--- config.mk ---
export PLATFORM = sky130hd
export DESIGN_NAME = mem_stage_ctrl
export DESIGN_NICKNAME = d
export VERILOG_FILES = /design/src/rtl/mem_stage_ctrl.sv
export SDC_FILE = /design/constraint.sdc
export NUM_CORES = 1
export LEC_CHECK = 0
export ABC_AREA = 1
export ABC_CLOCK_PERIOD_IN_PS = 3900
export BUFFER_PORTS_ARGS = -buffer_cell sky130_fd_sc_hd__buf_2
export CAP_MARGIN = 20
export CORE_ASPECT_RATIO = 0.5
export CORE_MARGIN = 4
export CORE_UTILIZATION = 44
export CTS_BUF_LIST = sky130_fd_sc_hd__clkbuf_16
export DETAILED_ROUTE_END_ITERATION = 8
export PLACE_DENSITY_LB_ADDON = 0.2
export SLEW_MARGIN = 30
export SYNTH_ARGS = -nofsm -noshare
export SYNTH_HDL_FRONTEND = slang
export SYNTH_SLANG_ARGS = --single-unit
--- constraint.sdc ---
create_clock -name clk -period 3.9 [get_ports clk]
set_clock_uncertainty 0.1 [all_clocks]
set_input_delay 0.585 -clock clk [delete_from_list [all_inputs] [get_ports clk]]
set_output_delay 0.585 -clock clk [all_outputs]
set_load 0.005 [all_outputs]
--- src/rtl/mem_stage_ctrl.sv ---
// MEM-stage controller: data-memory handshake, pipeline stall, load formatting.
// Define MEM_TIMEOUT_EN to abort a BUSY access after TIMEOUT_CYCLES.

module mem_stage_ctrl #(
    parameter int TIMEOUT_CYCLES = 255,
    parameter int TO_W = 8
) (
    input  logic        clk,
    input  logic        reset,
    input  logic        validM,
    input  logic        RegWriteM,
    input  logic [1:0]  ResultSrcM,
    input  logic        MemWriteM,
    input  logic        MemReadM,
    input  logic [2:0]  funct3M,
    input  logic [31:0] ALUResultM,
    input  logic [31:0] WriteDataM,
    output logic        RegWriteMo,
    output logic [1:0]  ResultSrcMo,
    output logic [31:0] ReadDataM,
    output logic        StallM,
    output logic        misalignM,
    output logic        dmem_req,
    output logic        dmem_we,
    output logic [31:0] dmem_addr,
    output logic [31:0] dmem_wdata,
    output logic [3:0]  dmem_wstrb,
    input  logic        dmem_ready,
    input  logic [31:0] dmem_rdata
);

    typedef enum logic [1:0] {
        IDLE = 2'd0,
        BUSY = 2'd1,
        DONE = 2'd2
    } state_t;

    state_t      state;
    logic [2:0]  fmtF3;
    logic [1:0]  fmtOff;
    logic        fault;

    logic        isByte;
    logic        isHalf;
    logic        isWord;
    logic        acc;
    logic        mis;
    logic [3:0]  laneStrb;
    logic [31:0] laneData;

    logic        fmtByte;
    logic        fmtHalf;
    logic [7:0]  rdByte;
    logic [15:0] rdHalf;
    logic [31:0] loadFmt;

    // Elaborates only for a counter too narrow to hold TIMEOUT_CYCLES.
    if (TO_W < 1 || TIMEOUT_CYCLES >= (1 << TO_W)) begin : gBadTimeoutCfg
    end

    assign isByte = (funct3M[1:0] == 2'b00);
    assign isHalf = (funct3M[1:0] == 2'b01);
    assign isWord = funct3M[1];

    assign acc = validM & (MemReadM | MemWriteM);
    assign mis = acc & ((isHalf & ALUResultM[0])
                      | (isWord & (|ALUResultM[1:0])));

    assign ResultSrcMo = ResultSrcM;

    always_comb begin
        laneStrb = 4'b1111;
        laneData = WriteDataM;
        unique case (1'b1)
            isByte: begin
                laneStrb = 4'b0001 << ALUResultM[1:0];
                laneData = {4{WriteDataM[7:0]}};
            end
            isHalf: begin
                laneStrb = 4'b0011 << ALUResultM[1:0];
                laneData = {2{WriteDataM[15:0]}};
            end
            default: ;
        endcase
    end

    assign fmtByte = (fmtF3[1:0] == 2'b00);
    assign fmtHalf = (fmtF3[1:0] == 2'b01);

    always_comb begin
        unique case (fmtOff)
            2'd0:    rdByte = dmem_rdata[7:0];
            2'd1:    rdByte = dmem_rdata[15:8];
            2'd2:    rdByte = dmem_rdata[23:16];
            default: rdByte = dmem_rdata[31:24];
        endcase
        rdHalf  = fmtOff[1] ? dmem_rdata[31:16]
                            : dmem_rdata[15:0];
        loadFmt = dmem_rdata;
        unique case (1'b1)
            fmtByte: loadFmt = {{24{rdByte[7] & ~fmtF3[2]}},
                                rdByte};
            fmtHalf: loadFmt = {{16{rdHalf[15] & ~fmtF3[2]}},
                                rdHalf};
            default: ;
        endcase
    end

    // Stall and write-enable must act in the same cycle the op sits in M.
    always_comb begin
        StallM     = 1'b0;
        RegWriteMo = 1'b0;
        misalignM  = 1'b0;
        if (!reset) begin
            unique case (state)
                IDLE: begin
                    StallM     = acc & ~mis;
                    misalignM  = mis;
                    RegWriteMo = RegWriteM & validM & ~acc;
                end
                BUSY: StallM = 1'b1;
                DONE: begin
                    RegWriteMo = RegWriteM & ~fault;
                    misalignM  = fault;
                end
                default: ;
            endcase
        end
    end

`ifdef MEM_TIMEOUT_EN
    localparam logic [TO_W-1:0] TO_LAST =
        TO_W'(TIMEOUT_CYCLES - 1);

    logic [TO_W-1:0] toCnt;
    logic            toHit;

    assign toHit = (toCnt == TO_LAST);

    always_ff @(posedge clk or posedge reset) begin
        if (reset) begin
            toCnt <= '0;
        end else if (state == IDLE) begin
            toCnt <= '0;
        end else if (state == BUSY) begin
            toCnt <= toCnt + 1'b1;
        end
    end
`endif

    always_ff @(posedge clk or posedge reset) begin
        if (reset) begin
            state      <= IDLE;
            dmem_req   <= 1'b0;
            dmem_we    <= 1'b0;
            dmem_addr  <= '0;
            dmem_wdata <= '0;
            dmem_wstrb <= '0;
            fmtF3      <= '0;
            fmtOff     <= '0;
            ReadDataM  <= '0;
            fault      <= 1'b0;
        end else begin
            unique case (state)
                IDLE: begin
                    fault <= 1'b0;
                    if (acc & ~mis) begin
                        state      <= BUSY;
                        dmem_req   <= 1'b1;
                        dmem_we    <= MemWriteM;
                        dmem_addr  <= {ALUResultM[31:2], 2'b00};
                        dmem_wdata <= laneData;
                        dmem_wstrb <= MemWriteM ? laneStrb : 4'b0000;
                        fmtF3      <= funct3M;
                        fmtOff     <= ALUResultM[1:0];
                    end
                end
                BUSY: begin
                    if (dmem_ready) begin
                        dmem_req <= 1'b0;
                        state    <= DONE;
                        if (!dmem_we) begin
                            ReadDataM <= loadFmt;
                        end
                    end
`ifdef MEM_TIMEOUT_EN
                    else if (toHit) begin
                        dmem_req <= 1'b0;
                        fault    <= 1'b1;
                        state    <= DONE;
                    end
`endif
                end
                DONE: begin
                    fault <= 1'b0;
                    state <= IDLE;
                end
                default: state <= IDLE;
            endcase
        end
    end

endmodule

# Word-level counts from Yosys, hierarchy flattened
# Index checks and enable logic that the tools add are counted.
[op_classes]
n_eq_ne = 8
n_shift = 2
muxes = 18
bitwise_logic = 15
reduce_logical = 10
[ops]
columns = ["cell", "count"]
rows = [
  ["one-hot mux 32 bit (2 select lines)", 2],
  ["one-hot mux 8 bit (3 select lines)", 1],
  ["2-to-1 mux 16 bit", 1],
  ["bitwise AND 1 bit", 9],
  ["equality test 2 x 1 -> 1 bit, second input constant", 4],
  ["zero test 2 bit", 4],
  ["one-hot mux 4 bit (2 select lines)", 1],
  ["2-to-1 mux 1 bit", 6],
  ["one-hot mux 1 bit (2 select lines)", 3],
  ["AND reduction 3 bit", 2],
  ["equality test 2 bit, second input constant", 2],
  ["2-to-1 mux 2 bit", 2],
  ["2-to-1 mux 4 bit", 1],
  ["!= test 2 bit, second input constant", 2],
  ["inverter 1 bit", 4],
  ["one-hot mux 2 bit (2 select lines)", 1],
  ["AND reduction 2 bit", 2],
  ["<< shifter 1 x 2 -> 4 bit, first input constant", 1],
  ["<< shifter 2 x 2 -> 4 bit, first input constant", 1],
  ["OR 1 bit", 2],
  ["nonzero test 2 bit", 1],
  ["OR reduction 2 bit", 1],
]
[word_totals]
regBits = 107
in_bits = 108
output_inout_bits = 107
word_cells = 62

# Depth between registers and ports, before layout
[logic_depth]
word_depth = 8
ltp_mapped = 10
ltp_nobuf = 8

# Least setup slack after synthesis
# OpenSTA, ideal clock, no wires.
[synth_path]
path_type = "input to output"
start = "input port reset"
end = "output port RegWriteMo"
t_arrival_ns = 3.203
t_required_ns = 3.215
slack_ns = 0.012
path_stages = 3
path_buffers = 0
path_cell_list = "inv_1 > nand3_1 > a21oi_1"
[synth_between]
elab_chain_cells = 1
[synth_lines]
columns = ["item", "line_no", "text"]
rows = [
  ["from (decl)", "9", "input logic reset,"],
  ["2-to-1 mux 1 bit", "114", "if (!reset) begin"],
  ["to (decl)", "18", "output logic RegWriteMo,"],
]
# Every way passes these cells.

# Worst setup path in the final report
[layout_path]
start = "input port funct3M[1]"
end = "output port StallM"
[layout_between]
elab_chain_cells = 8
elab_cells_between_ends = 9
cone_classes = "1 x eq/ne; 2 x mux; 6 x bitwise"
[layout_lines]
columns = ["item", "line_no", "text"]
rows = [
  ["from (decl)", "15", "input logic [2:0] funct3M,"],
  ["equality test 2 x 1 -> 1 bit", "62", "assign isHalf = (funct3M[1:0] == 2'b01);"],
  ["bitwise AND 1 bit", "66", "assign mis = acc & ((isHalf & ALUResultM[0])"],
  ["OR 1 bit (*)", "67", "| (isWord & (|ALUResultM[1:0])));"],
  ["bitwise AND 1 bit (*)", "66", ""],
  ["inverter 1 bit (*)", "117", "StallM = acc & ~mis;"],
  ["bitwise AND 1 bit (*)", "117", ""],
  ["one-hot mux 1 bit (2 select lines) (*)", "115", "unique case (state)"],
  ["2-to-1 mux 1 bit (*)", "114", ""],
  ["to (decl)", "21", "output logic StallM,"],
]
# Mark *: on every way between the ends. The rest lies on a longest branch, timed or not.

==> results.cfg <==
[place]
place_congestion = 0.8652
hpwlAfterDp_mm = 10.42
placed_area_um2 = 6215
place_inst = 1011
portBuffers = 208

[timing]
final.setup.tns_ns = 0
period_needed_ns = 2.965
max_freq_mhz = 337.3
finalSetupViolCount = 0
tightest_slew_ns = 0.8506
rsz0062_at_grt = false
min_period_over_period = 0.7603
final_max_slew_viol_count = 0
hold_viol = 0
slew_headroom = 0.4314

[clock_tree]
ctsHoldBuffers = 0
cts.sinks = 107
cts-resized-gates = 0
clock_latency_ns = 0.34
root_buffer = clkbuf_16
clk_pin_slew_worst_paths_ns = 0.07
cts_buffers = 9
cts_htree_levels = 3
cts_setup_buffers = 0
cts_max_path_buffers = 2
tritoncts = built

[routing]
drc_errors = 0
drtPass1Iterations = 6
wirelength_mm = 14.39
postRouteAntennaNets = 0
drt-initial-drc-count = 363
vias = 4930
wl_per_cell_um = 14.01
via_per_inst = 4.800

[logic_synthesis]
ys_top_cells_by_count = 295 x nand2_1, 107 x dfrtp_1, 54 x a21oi_1, 51 x o21ai_0, 50 x inv_1
synthCells = 680
synth_cell_types = 21
yosys_warnings = 0
yosys-top-cells-area = dfrtp_1 52%, nand2_1 21%, a21oi_1 5.2%
synth_edf_count = 0
synth_flop_cell = dfrtp_1
synth-seq-area-share = 0.5190
synth.largest_area_cell = dfrtp_1
yosysTopAreaCellShare = 0.5190
synth_area_um2 = 5159
yosysMostFrequentCell = nand2_1
synthArstFlopShare = 1.000
ys_ff_latch = 107
syn_avg_cell_area_um2 = 7.586

[setup_path]
cp_data_arrival_time_ns = 2.28
slowest_stage = nor2_1
cp-end-kind = output pin
r2r_slack_ns = 1.50
worstRegToRegCells = 8
cp_cell_sequence = buf_2 > nor2_1 > a21oi_2 > nand2_4 > a21oi_1 > buf_2
r2r_start = fmtOff[1]
cp.required_ns = 3.21
cp_common_cell = buf_2
critical-path-max-stage-delay_ns = 0.69
r2r_end = ReadDataM[31]
cp-start-kind = input port
cp_max_fo = 36
criticalPathCategory = in -> out

[final_layout]
fillCellCount = 1109
final-seq-area_um2 = 2678
drive_above_1_share = 0.2880
fin_nets = 971
stdcell_count = 1027
multi_input_area_um2 = 2062
fin_area_um2 = 6520
num_antenna_cells = 0
area_growth_pct = 26.39

[global_route]
grt_start_max_net_pins = 76
grt_overflow = 0
antenna_found_initial = 0
grt_pass1_vias = 4783
gr-usage-all-layers = 0.2119
grt_pass1_wl_mm = 23.78

[die]
die_area_um2 = 13630
die_h_um = 84.57
ios = 215
die_x_um = 161.1
num_rows = 27
core-area_um2 = 11220
start_util = 0.4600

[power_and_ir_drop]
powerDensity_nw_per_um2 = 609.7
irDropWorstVdd_mv = 0.2496
leakage_nw = 3.764

[hold_path]
min_path_type = in -> async

[run]
maxCapViolations = 0

[run_status]
status = finished clean
[routing by layer]
metal | up-vias | global-route usage | wire, µm
met5 | - | 0 | 0
met4 | 0 | 0.05650 | 226
met3 | 17 | 0.05738 | 1149
met2 | 193 | 0.3456 | 6735
met1 | 2236 | 0.2828 | 6277
li1 | 2484 | - | -
[how the worst max path moves through the flow]
stage,to,cells past startpoint,startpoint
3_5_place_dp,dmem_wdata[28],6,funct3M[1]
3_3_place_gp,state[0],6,funct3M[1]
5_1_grt,StallM,6,funct3M[1]
2_1_floorplan,RegWriteMo,3,reset
6_report,StallM,6,funct3M[1]
4_1_cts,StallM,6,funct3M[1]
[registers in the layout, summed over array words and instances (netlist names)]
register,flops
dmem_req,1
fmtOff,2
dmem_we,1
dmem_wdata,32
state,2
ReadDataM,32
dmem_addr,30
fmtF3,3
dmem_wstrb,4
[critical path, delay by kind of cell]
kind	cells	cell delay, ns
simple gates	2	0.97
compound gates	2	0.28
buf+inv	2	0.42
[area by class of cell]
type / count / area share
Clock buffer: 9 / 0.03454
Clock inverter: 7 / 0.01171
Inverter: 54 / 0.03147
Multi-Input combinational cell: 479 / 0.3163
Sequential cell: 107 / 0.4107
Tap cell: 159 / 0.03051
Timing Repair Buffer: 212 / 0.1648
[cell families (layout without fill, tap and decap cells)]
family,Yosys count,in the layout,synth area share
compound gates,116,116,0.1179
other cells,1,2,0.0007269
simple gates,361,361,0.2804
buf+inv,95,282,0.08198
flops,107,107,0.5190
[where the power goes]
group	leakage, nW	internal (mW)	switching (mW)	total [mW]
registers	1.32	1.50	0.240	1.74
clock network	0.144	0.503	0.425	0.929
logic	2.30	0.597	0.712	1.31
total	3.76	2.60	1.38	3.98
[through the flow]
stage          power (mW)  setup WS [ns]  utilization  hold slack, ns
6_report            3.975         0.9350       0.5813          0.1730
5_1_grt             4.309         0.7215       0.5813          0.2081
4_1_cts             4.030         0.9034       0.5810          0.1773
3_5_place_dp        3.081         0.7184       0.5541          0.3594
3_3_place_gp        3.044         0.8614       0.5541          0.3579
2_1_floorplan       2.472        0.01198            -          0.3718
[placed cells by master (no fill, tap or decap)]
master        n
bufinv_16     1
nand3_1      31
or2_2        16
nor4_1        1
inv_2         4
clkinv_1      1
nand2_1     295
buf_2       208
inv_1        49
conb_1        2
a31oi_1       1
nor2_1       16
inv_4         1
o211ai_1      8
clkinvlp_4    1
inv_6         2
clkbuf_16     9
clkinv_4      2
o21ai_0      51
a21oi_2       1
nand2_4       1
a21oi_1      54
nand4_1       1
buf_4         3
buf_6         1
dfrtp_1     107
o21a_1        1
(Power assumes the default switching activity.)
